## src/rtl/controle_sentido_pkg.sv

```systemverilog
// Shared encodings for the turn-key conditioning path: headings, turn codes and
// debounce filter states.
package controle_sentido_pkg;

    typedef enum logic [1:0] {
        DIR_DIREITA  = 2'd0,
        DIR_BAIXO    = 2'd1,
        DIR_ESQUERDA = 2'd2,
        DIR_CIMA     = 2'd3
    } dir_t;

    typedef enum logic {
        GIRO_AH = 1'b0,
        GIRO_H  = 1'b1
    } giro_t;

    typedef enum logic [1:0] {
        SOLTO       = 2'd0,
        CONF_PRESS  = 2'd1,
        PRESSIONADO = 2'd2,
        CONF_SOLTA  = 2'd3
    } filtro_estado_t;

    // Heading after one turn; the 2-bit arithmetic provides the mod-4 wrap.
    function automatic logic [1:0] aplica_giro(input logic [1:0] s, input giro_t g);
        logic [1:0] r;
        if (g == GIRO_H) r = s + 2'd1;
        else             r = s - 2'd1;
        return r;
    endfunction

endpackage

```

## src/rtl/controle_sentido_filtro_tecla.sv

```systemverilog
// Two-flop synchronizer plus debounce FSM for one active-low key; emits a
// one-cycle pulse when a press is confirmed (releases produce nothing).
module filtro_tecla
    import controle_sentido_pkg::*;
#(
    parameter int unsigned DEBOUNCE_CYCLES = 500000
) (
    input  logic i_clk,
    input  logic i_rst,
    input  logic i_key_n,
    output logic o_press
);

    localparam int unsigned    CW     = $clog2(DEBOUNCE_CYCLES + 1);
    localparam logic [CW-1:0]  LIMITE = CW'(DEBOUNCE_CYCLES - 1);

    logic [1:0]     r_sync;
    filtro_estado_t r_estado;
    logic [CW-1:0]  r_cnt;
    logic           r_press;
    logic           w_nivel;

    assign w_nivel = r_sync[1];
    assign o_press = r_press;

    // The sample that leaves a stable state counts as the first of the run.
    always_ff @(posedge i_clk or posedge i_rst) begin
        if (i_rst) begin
            r_sync   <= '1;
            r_estado <= SOLTO;
            r_cnt    <= '0;
            r_press  <= 1'b0;
        end else begin
            r_sync  <= {r_sync[0], i_key_n};
            r_press <= 1'b0;
            case (r_estado)
                SOLTO: begin
                    if (!w_nivel) begin
                        r_estado <= CONF_PRESS;
                        r_cnt    <= CW'(1);
                    end
                end
                CONF_PRESS: begin
                    if (w_nivel) begin
                        r_estado <= SOLTO;
                        r_cnt    <= '0;
                    end else if (r_cnt >= LIMITE) begin
                        r_estado <= PRESSIONADO;
                        r_cnt    <= '0;
                        r_press  <= 1'b1;
                    end else begin
                        r_cnt <= r_cnt + CW'(1);
                    end
                end
                PRESSIONADO: begin
                    if (w_nivel) begin
                        r_estado <= CONF_SOLTA;
                        r_cnt    <= CW'(1);
                    end
                end
                CONF_SOLTA: begin
                    if (!w_nivel) begin
                        r_estado <= PRESSIONADO;
                        r_cnt    <= '0;
                    end else if (r_cnt >= LIMITE) begin
                        r_estado <= SOLTO;
                        r_cnt    <= '0;
                    end else begin
                        r_cnt <= r_cnt + CW'(1);
                    end
                end
                default: begin
                    r_estado <= SOLTO;
                    r_cnt    <= '0;
                end
            endcase
        end
    end

endmodule

```

## src/rtl/controle_sentido.sv

```systemverilog
// Debounces the two turn keys, queues accepted turns and applies one turn per
// game step to the registered player heading.
module controle_sentido
    import controle_sentido_pkg::*;
#(
    parameter int unsigned DEBOUNCE_CYCLES = 500000,
    parameter int unsigned FIFO_DEPTH      = 2,
    parameter logic [1:0]  SENTIDO_INICIAL = DIR_DIREITA
) (
    input  logic       CLOCK_50,
    input  logic       reset,
    input  logic       reiniciar,
    input  logic       key_ah_n,
    input  logic       key_h_n,
    input  logic       passo,
    output logic [1:0] sentido,
    output logic       giro_pendente,
    output logic       giro_descartado
);

    localparam int unsigned AW   = (FIFO_DEPTH > 1) ? $clog2(FIFO_DEPTH) : 1;
    localparam int unsigned CNTW = $clog2(FIFO_DEPTH + 1);

    logic            w_ev_ah;
    logic            w_ev_h;
    logic            w_evento;
    giro_t           w_cmd;
    logic            w_vazia;
    logic            w_cheia;
    logic            w_pop;
    logic            w_push;
    logic            w_drop;

    giro_t           r_mem [FIFO_DEPTH];
    logic [AW-1:0]   r_wr;
    logic [AW-1:0]   r_rd;
    logic [CNTW-1:0] r_count;
    logic [1:0]      r_sentido;
    logic            r_descartado;

    filtro_tecla #(.DEBOUNCE_CYCLES(DEBOUNCE_CYCLES)) u_filtro_ah (
        .i_clk   (CLOCK_50),
        .i_rst   (reset),
        .i_key_n (key_ah_n),
        .o_press (w_ev_ah)
    );

    filtro_tecla #(.DEBOUNCE_CYCLES(DEBOUNCE_CYCLES)) u_filtro_h (
        .i_clk   (CLOCK_50),
        .i_rst   (reset),
        .i_key_n (key_h_n),
        .o_press (w_ev_h)
    );

    // Simultaneous presses cancel: neither enqueued nor counted as a drop.
    always_comb begin
        w_evento = w_ev_ah ^ w_ev_h;
        w_cmd    = w_ev_h ? GIRO_H : GIRO_AH;
        w_vazia  = (r_count == '0);
        w_cheia  = (r_count == CNTW'(FIFO_DEPTH));
        w_pop    = passo & ~w_vazia;
        w_push   = w_evento & (~w_cheia | w_pop);
        w_drop   = w_evento & w_cheia & ~w_pop;
    end

    always_ff @(posedge CLOCK_50 or posedge reset) begin
        if (reset) begin
            for (int unsigned i = 0; i < FIFO_DEPTH; i++) r_mem[i] <= GIRO_AH;
            r_wr         <= '0;
            r_rd         <= '0;
            r_count      <= '0;
            r_sentido    <= SENTIDO_INICIAL;
            r_descartado <= 1'b0;
        end else if (reiniciar) begin
            r_wr         <= '0;
            r_rd         <= '0;
            r_count      <= '0;
            r_sentido    <= SENTIDO_INICIAL;
            r_descartado <= 1'b0;
        end else begin
            r_descartado <= w_drop;
            if (w_push) begin
                r_mem[r_wr] <= w_cmd;
                r_wr        <= r_wr + AW'(1);
            end
            if (w_pop) begin
                r_rd      <= r_rd + AW'(1);
                r_sentido <= aplica_giro(r_sentido, r_mem[r_rd]);
            end
            case ({w_push, w_pop})
                2'b10:   r_count <= r_count + CNTW'(1);
                2'b01:   r_count <= r_count - CNTW'(1);
                default: r_count <= r_count;
            endcase
        end
    end

    assign sentido         = r_sentido;
    assign giro_pendente   = (r_count != '0);
    assign giro_descartado = r_descartado;

endmodule

```

## config.mk

```make
export PLATFORM = sky130hd
export DESIGN_NAME = controle_sentido
export DESIGN_NICKNAME = d
export VERILOG_FILES = /design/src/rtl/controle_sentido_pkg.sv /design/src/rtl/controle_sentido_filtro_tecla.sv /design/src/rtl/controle_sentido.sv
export SDC_FILE = /design/constraint.sdc
export NUM_CORES = 1
export LEC_CHECK = 0
export BUFFER_PORTS_ARGS = -buffer_cell sky130_fd_sc_hd__buf_2
export CAP_MARGIN = 0
export CORE_ASPECT_RATIO = 1.2
export CORE_UTILIZATION = 48
export DETAILED_ROUTE_END_ITERATION = 7
export GPL_TIMING_DRIVEN = 0
export HOLD_SLACK_MARGIN = 0.08
export SYNTH_ARGS = -nofsm -noshare
export SYNTH_HDL_FRONTEND = slang
export SYNTH_SLANG_ARGS = --single-unit
```

## constraint.sdc

```tcl
create_clock -name CLOCK_50 -period 3.7 [get_ports CLOCK_50]
set_input_delay 0.185 -clock CLOCK_50 [delete_from_list [all_inputs] [get_ports CLOCK_50]]
set_output_delay 0.185 -clock CLOCK_50 [all_outputs]
set_load 0.01 [all_outputs]
```

* Word level (Yosys, flattened, before mapping)
Cells that the tools add are included.
Word-level totals: flip-flop bits (word level) 57, input bits 6, output and inout port bits 4, logic and storage cells 119
Cells by class: add/sub/neg operators 8, $lt $le $gt $ge 5, equal/unequal tests 17, muxes and demuxes 49, bitwise gates (word level) 12, reduce and logical (&&, ||, !) cells 13
Operator list (number):
- 19-bit 2-to-1 mux | 10
- 19-bit case mux with 4 select lines | 2
- 19-bit by 1-bit adder with 19-bit output, second input constant | 2
- 19-bit >= comparator, second input constant | 2
- 2-bit 2-to-1 mux | 16
- 1-bit 2-to-1 mux | 16
- 2-bit case mux with 4 select lines | 2
- 2-bit equality test, second input constant | 6
- 4-bit AND reduction | 2
- 2-bit by 1-bit equality test with 1-bit output, second input constant | 3
- 2-bit zero test | 3
- 3-bit by 1-bit inequality test with 1-bit output, second input constant | 2
- 3-bit inequality test, second input constant | 2
- 2-bit AND reduction | 3
- 2-bit nonzero test | 3
- 2-bit by 1-bit adder with 2-bit output, second input constant | 2
- 1-bit bitwise AND | 4
- 2-bit >= comparator, second input constant | 2
- 2-bit by 1-bit inequality test with 1-bit output, second input constant | 2
- 2-bit inequality test, second input constant | 2
- 1-bit NOT | 4
- 1-bit NOT with 2-bit output | 2
- 2-bit case mux with 2 select lines | 1
- 2-bit by 1-bit subtractor with 2-bit output, second input constant | 2
- other kinds (8) | 9

* Longest topological paths before layout
Gate-level depths: netlist (run 1).
depth after elaboration 8, gate-level depth with buffers 8, gate-level depth less buffers 6

* Hierarchy
Synthesis (run 1) repeated with hierarchy kept, for this count alone.
Second synthesis, totals: cell total of the unflattened synthesis 354, area, all modules 3348.2 µm²
Modules (own cells, without submodules):
- filtro_tecla (u_filtro_ah) | instances 1, cells each 159, area each 1519.0 µm², sequential area each 603.1 µm²
- filtro_tecla (u_filtro_h) | instances 1, cells each 146, area each 1360.1 µm², sequential area each 603.1 µm²
- controle_sentido | instances 1, cells each 49, area each 469.2 µm², sequential area each 225.2 µm²

* Worst setup path before layout (run 1)
OpenSTA, ideal clock, no wires.
kind register to register, from reg u_filtro_h.r_cnt[0], to reg u_filtro_h.r_cnt[0], setup time 0.087 ns, arrival 1.791 ns, data required time 3.613 ns, path slack 1.822 ns, cell stages (with the launch flop) 9, path buffers 2, period minus slack after synthesis 1.878 ns, path through dfrtp_1 > ha_1 > nand4_1 > o211ai_1 > a311oi_1 > clkbuf_8 > buf_6 > nand2_1 > a22oi_1
On the way: longest elaborated chain between the ends 4, elaborated cells on any way between the ends 6, classes of those cells add/sub: 1; order compare: 1; mux: 4
RTL lines:
- from (decl) | line controle_sentido_filtro_tecla.sv:19 | logic [CW-1:0] r_cnt;
- from (signal assigned) | line controle_sentido_filtro_tecla.sv:52 | r_cnt <= r_cnt + CW'(1);
- from (signal assigned) | line controle_sentido_filtro_tecla.sv:69 | r_cnt <= r_cnt + CW'(1);
- 19-bit by 1-bit adder with 19-bit output or 19-bit >= comparator (tied branches)
- 19-bit 2-to-1 mux (*) | line controle_sentido_filtro_tecla.sv:47, controle_sentido_filtro_tecla.sv:65
- 19-bit 2-to-1 mux (on tied branches) | line controle_sentido_filtro_tecla.sv:62, controle_sentido_filtro_tecla.sv:44
- 19-bit case mux with 4 select lines (*) | line controle_sentido_filtro_tecla.sv:36 | case (r_estado)
Every way passes the cells marked *; elsewhere a longest branch is shown, timed or not. A chain may end at the register's enable or synchronous reset.

* Worst setup path after layout (run 1)
from reg u_filtro_h.r_cnt[0], to reg u_filtro_h.r_cnt[10]
The elaborated chain is that of the path after synthesis.

==> results.sh, run 1 <==
export IMPL_num_rows=31
export IMPL_finalClockSkew_ns=0.009231
export IMPL_p_leak_nw=1.474
export IMPL_grt_pass1_wl_um=11130
export IMPL_setup_worst_path_class="flop to flop"
export IMPL_ys_seq_area_share_pct=46.98
export IMPL_r2r_cells=8
export IMPL_slowest_delay_ns=0.45
export IMPL_synthArstFlopShare_pct=100.0
export IMPL_syn_inst=327
export IMPL_grt_antenna_before_repair=0
export IMPL_worstSkewPairLatency_ns=0.33
export IMPL_r2r_end="u_filtro_h.r_cnt[10]$_DFFE_PP0P_"
export IMPL_worst_setup_path_end_kind="flop"
export IMPL_syn_nets=335
export IMPL_final_hold_violation_count=0
export IMPL_vias_per_cell=5.782
export IMPL_clock_sinks=57
export IMPL_setup_viol=0
export IMPL_mostFrequentLayoutCells="dfrtp_1, nand2_1, a31oi_1"
export IMPL_avgSynthCellArea_um2=9.317
export IMPL_cts_buffers=9
export IMPL_fin_cells=436
export IMPL_ir_worst_vdd_v=0.0001813
export IMPL_cts_root_buf="clkbuf_8"
export IMPL_drt_pass1_iter_count=4
export IMPL_dp_hpwl_um=4428
export IMPL_routedWlPerCell_um=15.08
export IMPL_area_growth_pct=13.39
export IMPL_slowest_stage="dfrtp_1"
export IMPL_hold_end="sentido[0]$_DFFE_PP0P_"
export IMPL_antenna_left=0
export IMPL_r2r_setup_slack_ns=1.49
export IMPL_ioPinCount=10
export IMPL_hold_path_depth=2
export IMPL_slew_headroom_pct=50.43
export IMPL_wl_um=6576
export IMPL_hp_class="input pin to flop"
export IMPL_grt_total_usage_pct=22.62
export IMPL_tns_ns=0
export IMPL_die_h_um=89.27
export IMPL_maxCapViolCount=0
export IMPL_die_w_um=74.73
export IMPL_h_tree_depth=3
export IMPL_remaining_drc_errors=0
export IMPL_fill_cells=555
export IMPL_rsz0062_at_grt="no"
export IMPL_antennaDiodeCount=0
export IMPL_grt_start_max_net_pins=40
export IMPL_drive_gt1_share_pct=13.28
export IMPL_crit_required_ns=3.95
export IMPL_crit_top_cell="a31oi_1"
export IMPL_grt_pass1_vias=2417
export IMPL_finalCriticalPeriod_ns=2.210
export IMPL_dp_cells=417
export IMPL_finalMaxSlewViolations=0
export IMPL_path_clk_slew_ns=0.07
export IMPL_synth_cell_types=52
export IMPL_dominantRegCellSynth="dfrtp_1"
export IMPL_period_share_pct=59.74
export IMPL_cp_arrival_ns=2.46
export IMPL_post_cts_resized=0
export IMPL_timing_rr_start="u_filtro_h.r_cnt[0]$_DFFE_PP0P_"
export IMPL_cts_tree="done"
export IMPL_gp_congestion=0.8088
export IMPL_io_buffers=7
export IMPL_die_area_um2=6671
export IMPL_synth_edff_count=0
export IMPL_start_util_pct=50.03
export IMPL_drt_iter0_markers=142
export IMPL_start_kind="flop"
export IMPL_yosysWarningCount=0
export IMPL_hold_buffers=3
export IMPL_synth_seq_cells=57
export IMPL_min_from="reiniciar"
export IMPL_vias=2521
export IMPL_core_area_um2=6090
export IMPL_path_max_fanout=10
export IMPL_power_density_nw_per_um2=422.8
export IMPL_final_common_cell="dfrtp_1"
export IMPL_cts_setup_buffers=0
export IMPL_syn_area_um2=3047
export IMPL_status="completed"
export IMPL_max_freq_ghz=0.4524
export IMPL_tightest_slew_ns=0.7408
export IMPL_overflow=0
export IMPL_worstPathCellList="ha_1 > nand4_1 > o211ai_1 > a311oi_1 > clkbuf_8 > buf_6 > a31oi_1 > a31oi_1"
export IMPL_cts_max_path_buffers=2
export IMPL_nets=357
-- power by group --
part	switching (mW)	internal (mW)	total [mW]
logic	0.0784	0.0556	0.134
clock network	0.264	0.381	0.645
registers	0.0308	0.650	0.681
-- worst max-delay path by stage --
stage,to,slack (ns),startpoint,cells past startpoint
2_1_floorplan,u_filtro_h.r_cnt[0]$_DFFE_PP0P_,1.82,u_filtro_h.r_cnt[0]$_DFFE_PP0P_,8
6_report,u_filtro_h.r_cnt[10]$_DFFE_PP0P_,1.49,u_filtro_h.r_cnt[0]$_DFFE_PP0P_,8
3_5_place_dp,u_filtro_h.r_cnt[10]$_DFFE_PP0P_,1.51,u_filtro_h.r_cnt[0]$_DFFE_PP0P_,8
4_1_cts,u_filtro_h.r_cnt[10]$_DFFE_PP0P_,1.49,u_filtro_h.r_cnt[0]$_DFFE_PP0P_,8
3_3_place_gp,u_filtro_ah.r_cnt[8]$_DFFE_PP0P_,1.37,reset,2
5_1_grt,u_filtro_h.r_cnt[3]$_DFFE_PP0P_,1.29,u_filtro_h.r_cnt[0]$_DFFE_PP0P_,8
-- synth_stat cells, types with 9 or more instances --
cell type	n	area share [%]
dfrtp_1	53	44
nand2_1	40	4.9
a31oi_1	24	4.9
nor2_1	21	2.6
nand3_1	18	3.0
a21oi_1	14	2.3
o21ai_0	14	2.3
a22o_1	11	3.2
xnor2_1	11	3.2
and3_1	9	1.8
inv_1	9	1.1
nand4_1	9	1.8
-- cells by family (layout without fill, tap and decap cells) --
logic type	count (synthesis)	after routing	synth area share (%)
compound gates	87	87	19.34
simple gates	136	136	22.63
buf+inv	27	54	4.928
fa+ha+maj	2	2	0.8212
flops	57	57	46.98
xor+xnor	15	15	4.312
mux	3	3	0.9857
-- flip-flops by register name (all words and copies together), names as in the netlist, named ones only --
register and cells:
u_filtro_ah.r_cnt 19, u_filtro_h.r_cnt 19, r_count 2, r_mem 2, sentido 2, u_filtro_ah.r_sync 2, u_filtro_h.r_sync 2, giro_descartado 1
r_rd 1, r_wr 1, u_filtro_ah.o_press 1, u_filtro_ah.r_estado 1, u_filtro_h.o_press 1, u_filtro_h.r_estado 1
-- routing by layer --
metal	vias to the layer above	track usage (%)	share of wire (%)
li1	1251	-	-
met1	1219	26.97	46
met2	43	38.17	50
met3	8	5.411	2.8
met4	0	10.81	1.5
met5	-	0	0
-- per-stage QoR --
| step | area (um^2) | total power [mW] | setup WS (ns) | utilization, % | hold WS (ns) |
|---|---|---|---|---|---|
| global placement | 3184 | 0.8189 | 1.373 | 52.29 | 0.2904 |
| finish | 3455 | 1.461 | 1.490 | 56.73 | 0.2520 |
| floorplan | 3047 | 0.7876 | 1.822 | - | 0.1895 |
| CTS | 3455 | 1.476 | 1.487 | 56.73 | 0.2353 |
| detailed placement | 3204 | 0.8234 | 1.509 | 52.62 | 0.2103 |
| global route | 3455 | 1.528 | 1.287 | 56.73 | 0.2596 |
-- layout make-up --
type / count / area, um^2 / share of cell area, %
clock buffers: 10 / 127.6 / 3.694
clock inverters: 6 / 92.59 / 2.680
multi-input cells: 243 / 1465 / 42.41
flip-flops and latches: 57 / 1431 / 41.43
plain buffers: 18 / 116.4 / 3.368
inverters: 9 / 33.78 / 0.9779
repair buffers: 11 / 85.08 / 2.463
well taps: 82 / 102.6 / 2.970
-- worst max-delay path, delay by kind of cell, from the launching register on --
family	cells	cell delay, ns
AO/OA/AOI/OAI	4	0.81
flip-flops	1	0.45
buffers and inverters	2	0.39
adder cells (fa/ha/maj)	1	0.27
AND/OR/NAND/NOR	1	0.21
No activity file was read; power rests on OpenSTA's default activity.
==> run 2, diff against run 1 <==
--- a/config.mk
+++ b/config.mk
@@ -12,6 +12,7 @@
 export DETAILED_ROUTE_END_ITERATION = 7
 export GPL_TIMING_DRIVEN = 0
 export HOLD_SLACK_MARGIN = 0.08
+export PLACE_DENSITY = 0.67
 export SYNTH_ARGS = -nofsm -noshare
 export SYNTH_HDL_FRONTEND = slang
 export SYNTH_SLANG_ARGS = --single-unit
==> constraint.sdc (replaced) <==
create_clock -name CLOCK_50 -period 2 [get_ports CLOCK_50]
set_input_delay 0.1 -clock CLOCK_50 [delete_from_list [all_inputs] [get_ports CLOCK_50]]
set_output_delay 0.1 -clock CLOCK_50 [all_outputs]
set_load 0.01 [all_outputs]
==> run 2 against run 1 <==
Net effect:
- combinational power up 120%
- power is 92% higher
- global-route usage down 0.58 points
- die area stayed put
- hold slack worse by 0.13 ns
- cell count is 2.3% higher
- critical path type unchanged
- critical endpoint is now u_filtro_h.r_cnt[13]$_DFFE_PP0P_
==> results.sh, run 2 (synthesis gave the netlist of run 1 again) <==
export IMPL_io_buffers=7
export IMPL_start_kind="flop"
export IMPL_cts_tree="done"
export IMPL_ioPinCount=10
export IMPL_cp_arrival_ns=2.23
export IMPL_dp_hpwl_um=4209
export IMPL_worst_setup_path_end_kind="flop"
export IMPL_final_common_cell="dfrtp_1"
export IMPL_gp_congestion=0.7832
export IMPL_area_growth_pct=20.86
export IMPL_setup_worst_path_class="flop to flop"
export IMPL_use_met3_pct=3.946
export IMPL_grt_antenna_before_repair=0
export IMPL_wl_um=6685
export IMPL_mostFrequentLayoutCells="dfrtp_1, nand2_1, a31oi_1"
export IMPL_worstSkewPairLatency_ns=0.35
export IMPL_final_hold_violation_count=0
export IMPL_crit_required_ns=2.29
export IMPL_grt_pass1_wl_um=11000
export IMPL_die_h_um=89.27
export IMPL_drt_iter0_markers=178
export IMPL_tns_ns=0
export IMPL_grt_total_usage_pct=22.03
export IMPL_vias=2579
export IMPL_core_area_um2=6090
export IMPL_die_w_um=74.73
export IMPL_finalMaxSlewViolations=0
export IMPL_start_util_pct=50.03
export IMPL_slowest_stage="or4_4"
export IMPL_drt_pass1_iter_count=4
export IMPL_fill_cells=549
export IMPL_p_leak_nw=1.561
export IMPL_hp_class="input pin to flop"
export IMPL_slowest_delay_ns=0.55
export IMPL_antennaDiodeCount=0
export IMPL_max_freq_ghz=0.5150
export IMPL_power_mw=2.807
export IMPL_status="completed"
export IMPL_maxCapViolCount=0
export IMPL_cpLargestDelayFamily="simple AND/OR/NAND/NOR gates"
export IMPL_nets=367
export IMPL_grt_use_met2_pct=37.02
export IMPL_path_clk_slew_ns=0.08
export IMPL_reg_largest_list="u_filtro_ah.r_cnt x19, u_filtro_h.r_cnt x19"
export IMPL_busiest_layer="met2"
export IMPL_die_area_um2=6671
export IMPL_routedWlPerCell_um=14.99
export IMPL_post_route_util_pct=60.47
export IMPL_power_density_nw_per_um2=762.2
export IMPL_cts_root_buf="clkbuf_8"
export IMPL_r2r_setup_slack_ns=0.06
export IMPL_vias_per_cell=5.783
export IMPL_grt_pass1_vias=2395
export IMPL_h_tree_depth=3
export IMPL_finalClockSkew_ns=0.007714
export IMPL_cts_buffers=9
export IMPL_placed_cell_area_um2=3204
export IMPL_drive_gt1_share_pct=20.33
export IMPL_use_met1_pct=26.86
export IMPL_antenna_left=0
export IMPL_path_buf_inv=2
export IMPL_clock_sinks=57
export IMPL_ir_worst_vdd_v=0.0004771
export IMPL_slew_headroom_pct=55.73
export IMPL_finalCriticalPeriod_ns=1.942
export IMPL_remaining_drc_errors=0
export IMPL_path_max_fanout=5
export IMPL_period_share_pct=97.09
export IMPL_setup_viol=0
export IMPL_cts_max_path_buffers=2
export IMPL_worstPathCellList="buf_4 > nand4_4 > or4_4 > buf_6 > or2_4 > o31ai_2 > a31o_1"
export IMPL_stdcell_area_um2=3682
export IMPL_overflow=0
export IMPL_grt_start_max_net_pins=43
export IMPL_num_rows=31
export IMPL_tightest_slew_ns=0.6616
export IMPL_rsz0062_at_grt="yes"
run 2: cell count changes in the layout (fill, tap and decap cells not counted), moves of 2 or more:
cell	previous run	this run
buf_2	12	8
buf_4	0	12
buf_8	0	2
clkbuf_1	7	5
dfrtp_1	53	51
dfrtp_2	0	2
ha_1	2	0
inv_6	0	2
nor4_1	7	3
nor4_2	0	3
run 2: through the flow:
stage	worst slack, ns	hold WS (ns)	std cells
finish	0.05819	0.1212	446
global route	-0.02933	0.1494	446
CTS	0.01157	0.1122	439
detailed placement	-0.1907	0.09379	417
global placement	-0.2553	0.2057	416
floorplan	0.1221	0.1045	327
run 2: area by class of cell:
| class | count | area, um^2 | area share, % |
|---|---|---|---|
| clock inverters | 7 | 102.6 | 2.786 |
| flip-flops and latches | 57 | 1434 | 38.94 |
| multi-input cells | 243 | 1556 | 42.27 |
| well taps | 82 | 102.6 | 2.786 |
| repair buffers | 22 | 197.7 | 5.369 |
| plain buffers | 17 | 131.4 | 3.568 |
| inverters | 9 | 33.78 | 0.9174 |
| clock buffers | 9 | 123.9 | 3.364 |
run 2: path summary, 6_finish.rpt:
kind / depth (start not counted) / to / from
min in group asynchronous: 3 / u_filtro_ah.r_cnt[5]$_DFFE_PP0P_ / reset
setup / recovery: 7 / u_filtro_h.r_cnt[13]$_DFFE_PP0P_ / u_filtro_h.r_cnt[0]$_DFFE_PP0P_
hold reg to reg: 0 / u_filtro_h.r_sync[1]$_DFF_PP1_ / u_filtro_h.r_sync[0]$_DFF_PP1_
max in group asynchronous: 4 / u_filtro_h.r_sync[0]$_DFF_PP1_ / reset
setup reg to reg: 7 / u_filtro_h.r_cnt[13]$_DFFE_PP0P_ / u_filtro_h.r_cnt[0]$_DFFE_PP0P_
hold / removal: 2 / r_rd$_DFFE_PP0P_ / reiniciar
run 2: routing by layer:
metal  share of wire (%)  up-vias
met3                 2.4       13
met1                  45     1252
li1                    -     1271
met4                 2.0        0
met5                   0        -
met2                  50       43
run 2: where the power goes:
part	switching, mW	internal, mW
clock network	0.536	0.713
registers	0.0604	1.20
logic	0.158	0.135
total	0.755	2.05
run 2: what timing repair did:
item,in CTS,in global routing
setup endpoints to repair,30,31
resized for setup,4,21
buffers inserted,3,7
hold endpoints to repair,39,0
pin swaps,2,4
gates cloned,0,1
hold buffers,3,0
==> run 3, diff against run 2 <==
--- a/config.mk
+++ b/config.mk
@@ -12,7 +12,7 @@
 export DETAILED_ROUTE_END_ITERATION = 7
 export GPL_TIMING_DRIVEN = 0
 export HOLD_SLACK_MARGIN = 0.08
-export PLACE_DENSITY = 0.67
+export PLACE_DENSITY_LB_ADDON = 0.1
 export SYNTH_ARGS = -nofsm -noshare
 export SYNTH_HDL_FRONTEND = slang
 export SYNTH_SLANG_ARGS = --single-unit
==> run 3 against run 2 <==
Net effect:
- final area shrank 1.5%
- via count grew 0.19%
- clock power fell by 20%
- clock skew grew 0.0026 ns
- sequential cell count stayed put
==> results.sh, run 3 (synthesis gave the netlist of run 1 again) <==
export IMPL_crit_required_ns=2.26
export IMPL_drt_iter0_markers=214
export IMPL_min_from="reiniciar"
export IMPL_grt_total_usage_pct=22.21
export IMPL_dp_hpwl_um=4193
export IMPL_nets=370
export IMPL_status="completed"
export IMPL_antennaDiodeCount=0
export IMPL_ir_worst_vdd_v=0.0004537
export IMPL_die_h_um=89.27
export IMPL_post_place_ws_ns=-0.1255
export IMPL_power_density_nw_per_um2=703.2
export IMPL_critical_path_startpoint="u_filtro_h.r_cnt[0]$_DFFE_PP0P_"
export IMPL_tightest_slew_ns=0.5950
export IMPL_slowest_stage="dfrtp_2"
export IMPL_mostFrequentLayoutCells="dfrtp_1, nand2_1, a31oi_1"
export IMPL_cpLargestDelayFamily="compound AO/OA/AOI/OAI gates"
export IMPL_setup_worst_path_class="flop to flop"
export IMPL_crit_top_cell="clkbuf_8"
export IMPL_vias_per_cell=5.755
export IMPL_slew_headroom_pct=60.05
export IMPL_placed_cell_area_um2=3204
export IMPL_ioPinCount=10
export IMPL_timing_rr_start="u_filtro_h.r_cnt[0]$_DFFE_PP0P_"
export IMPL_grt_pass1_vias=2381
export IMPL_grt_pass1_wl_um=11010
export IMPL_finalClockSkew_ns=0.01027
export IMPL_worstPathCellList="ha_2 > nand4_1 > o211ai_1 > a311oi_2 > clkbuf_8 > clkbuf_8 > nand2_1 > a31oi_1"
export IMPL_maxCapViolCount=0
export IMPL_drive_gt1_share_pct=20.44
export IMPL_path_buf_inv=2
export IMPL_setup_viol=0
export IMPL_r2r_setup_slack_ns=0.01
export IMPL_h_tree_depth=3
export IMPL_final_common_cell="dfrtp_1"
export IMPL_grt_start_max_net_pins=43
export IMPL_final_hold_violation_count=0
export IMPL_core_area_um2=6090
export IMPL_die_w_um=74.73
export IMPL_slowest_delay_ns=0.44
export IMPL_die_area_um2=6671
export IMPL_drt_pass1_iter_count=4
export IMPL_stdcell_area_um2=3627
export IMPL_routedWlPerCell_um=14.93
export IMPL_period_share_pct=99.28
export IMPL_finalCriticalPeriod_ns=1.986
export IMPL_cts_buffers=9
export IMPL_gp_congestion=0.8099
export IMPL_reg_largest_list="u_filtro_ah.r_cnt x19, u_filtro_h.r_cnt x19"
export IMPL_cp_arrival_ns=2.24
export IMPL_overflow=0
export IMPL_path_clk_slew_ns=0.06
export IMPL_wl_um=6703
export IMPL_dp_cells=417
export IMPL_timing_final_ws_setup_ns=0.01430
export IMPL_p_leak_nw=1.565
export IMPL_antenna_left=0
export IMPL_start_kind="flop"
export IMPL_cts_tree="done"
export IMPL_path_max_fanout=10
export IMPL_io_buffers=7
export IMPL_worstSkewPairLatency_ns=0.34
export IMPL_vias=2584
export IMPL_grt_antenna_before_repair=0
export IMPL_cts_max_path_buffers=2
export IMPL_area_growth_pct=19.06
export IMPL_cts_root_buf="clkbuf_8"
export IMPL_worst_setup_path_end_kind="flop"
export IMPL_fin_cells=449
export IMPL_finalMaxSlewViolations=0
export IMPL_start_util_pct=50.03
export IMPL_max_freq_ghz=0.5036
export IMPL_num_rows=31
export IMPL_clock_sinks=57
export IMPL_hp_class="input pin to flop"
export IMPL_remaining_drc_errors=0
-- run 3: cell types whose count changed in the layout (fill, tap and decap cells not counted), moves of 2 or more --
| cell | before | now |
|---|---|---|
| bufinv_16 | 2 | 0 |
| clkbuf_8 | 10 | 14 |
| clkinv_2 | 0 | 3 |
| clkinv_4 | 2 | 0 |
| inv_6 | 2 | 0 |
-- run 3: through the flow --
step	utilization [%]	hold WS, ns	setup TNS [ns]	power [mW]
after floorplan	-	0.1045	0	1.457
after global placement	52.29	0.2058	-14.66	1.515
after detailed placement	52.62	0.09052	-1.355	1.519
after CTS	56.61	0.1347	0	2.554
after global routing	59.56	0.1690	-0.1566	2.677
final	59.56	0.1602	0	2.551
-- run 3: worst paths after layout --
kind | endpoint | depth (start not counted)
max | u_filtro_h.r_cnt[3]$_DFFE_PP0P_ | 8
min | sentido[0]$_DFFE_PP0P_ | 2
max reg2reg | u_filtro_h.r_cnt[3]$_DFFE_PP0P_ | 8
min reg2reg | u_filtro_ah.r_sync[1]$_DFF_PP1_ | 0
max in group asynchronous | u_filtro_h.r_sync[1]$_DFF_PP1_ | 4
min in group asynchronous | async pin | 3
-- run 3: metal layers --
metal,up-vias,share of wire [%],GRT usage (%),wire [um]
met1,1249,45,27.70,3007
li1,1276,-,-,-
met3,16,3.1,5.299,210
met4,0,2.0,10.29,137
met2,43,50,36.28,3348
met5,-,0,0,0
-- run 3: cell type report --
class / instances / area [um^2]
Fill cell: 536 / 2462
Multi-Input combinational cell: 243 / 1533
Sequential cell: 57 / 1435
Timing Repair Buffer: 25 / 207.7
Clock buffer: 13 / 168.9
Buffer: 17 / 131.4
Tap cell: 82 / 102.6
Inverter: 9 / 33.78
Clock inverter: 3 / 15.01
-- run 3: power by group --
| part | switching, mW | total, mW | internal (mW) | leakage [nW] |
|---|---|---|---|---|
| clock | 0.458 | 1.00 | 0.545 | 0.0992 |
| sequential | 0.0582 | 1.26 | 1.21 | 0.766 |
| combinational | 0.153 | 0.284 | 0.131 | 0.700 |
-- run 3: repair_timing --
item                                   in CTS  in global routing
endpoints found under the hold margin      35                  0
setup buffers                               2                 10
pin swaps                                   2                  4
resized for setup                           4                 17
gates cloned                                0                  2
hold buffers                                3                  0
setup endpoints to repair                  29                 25
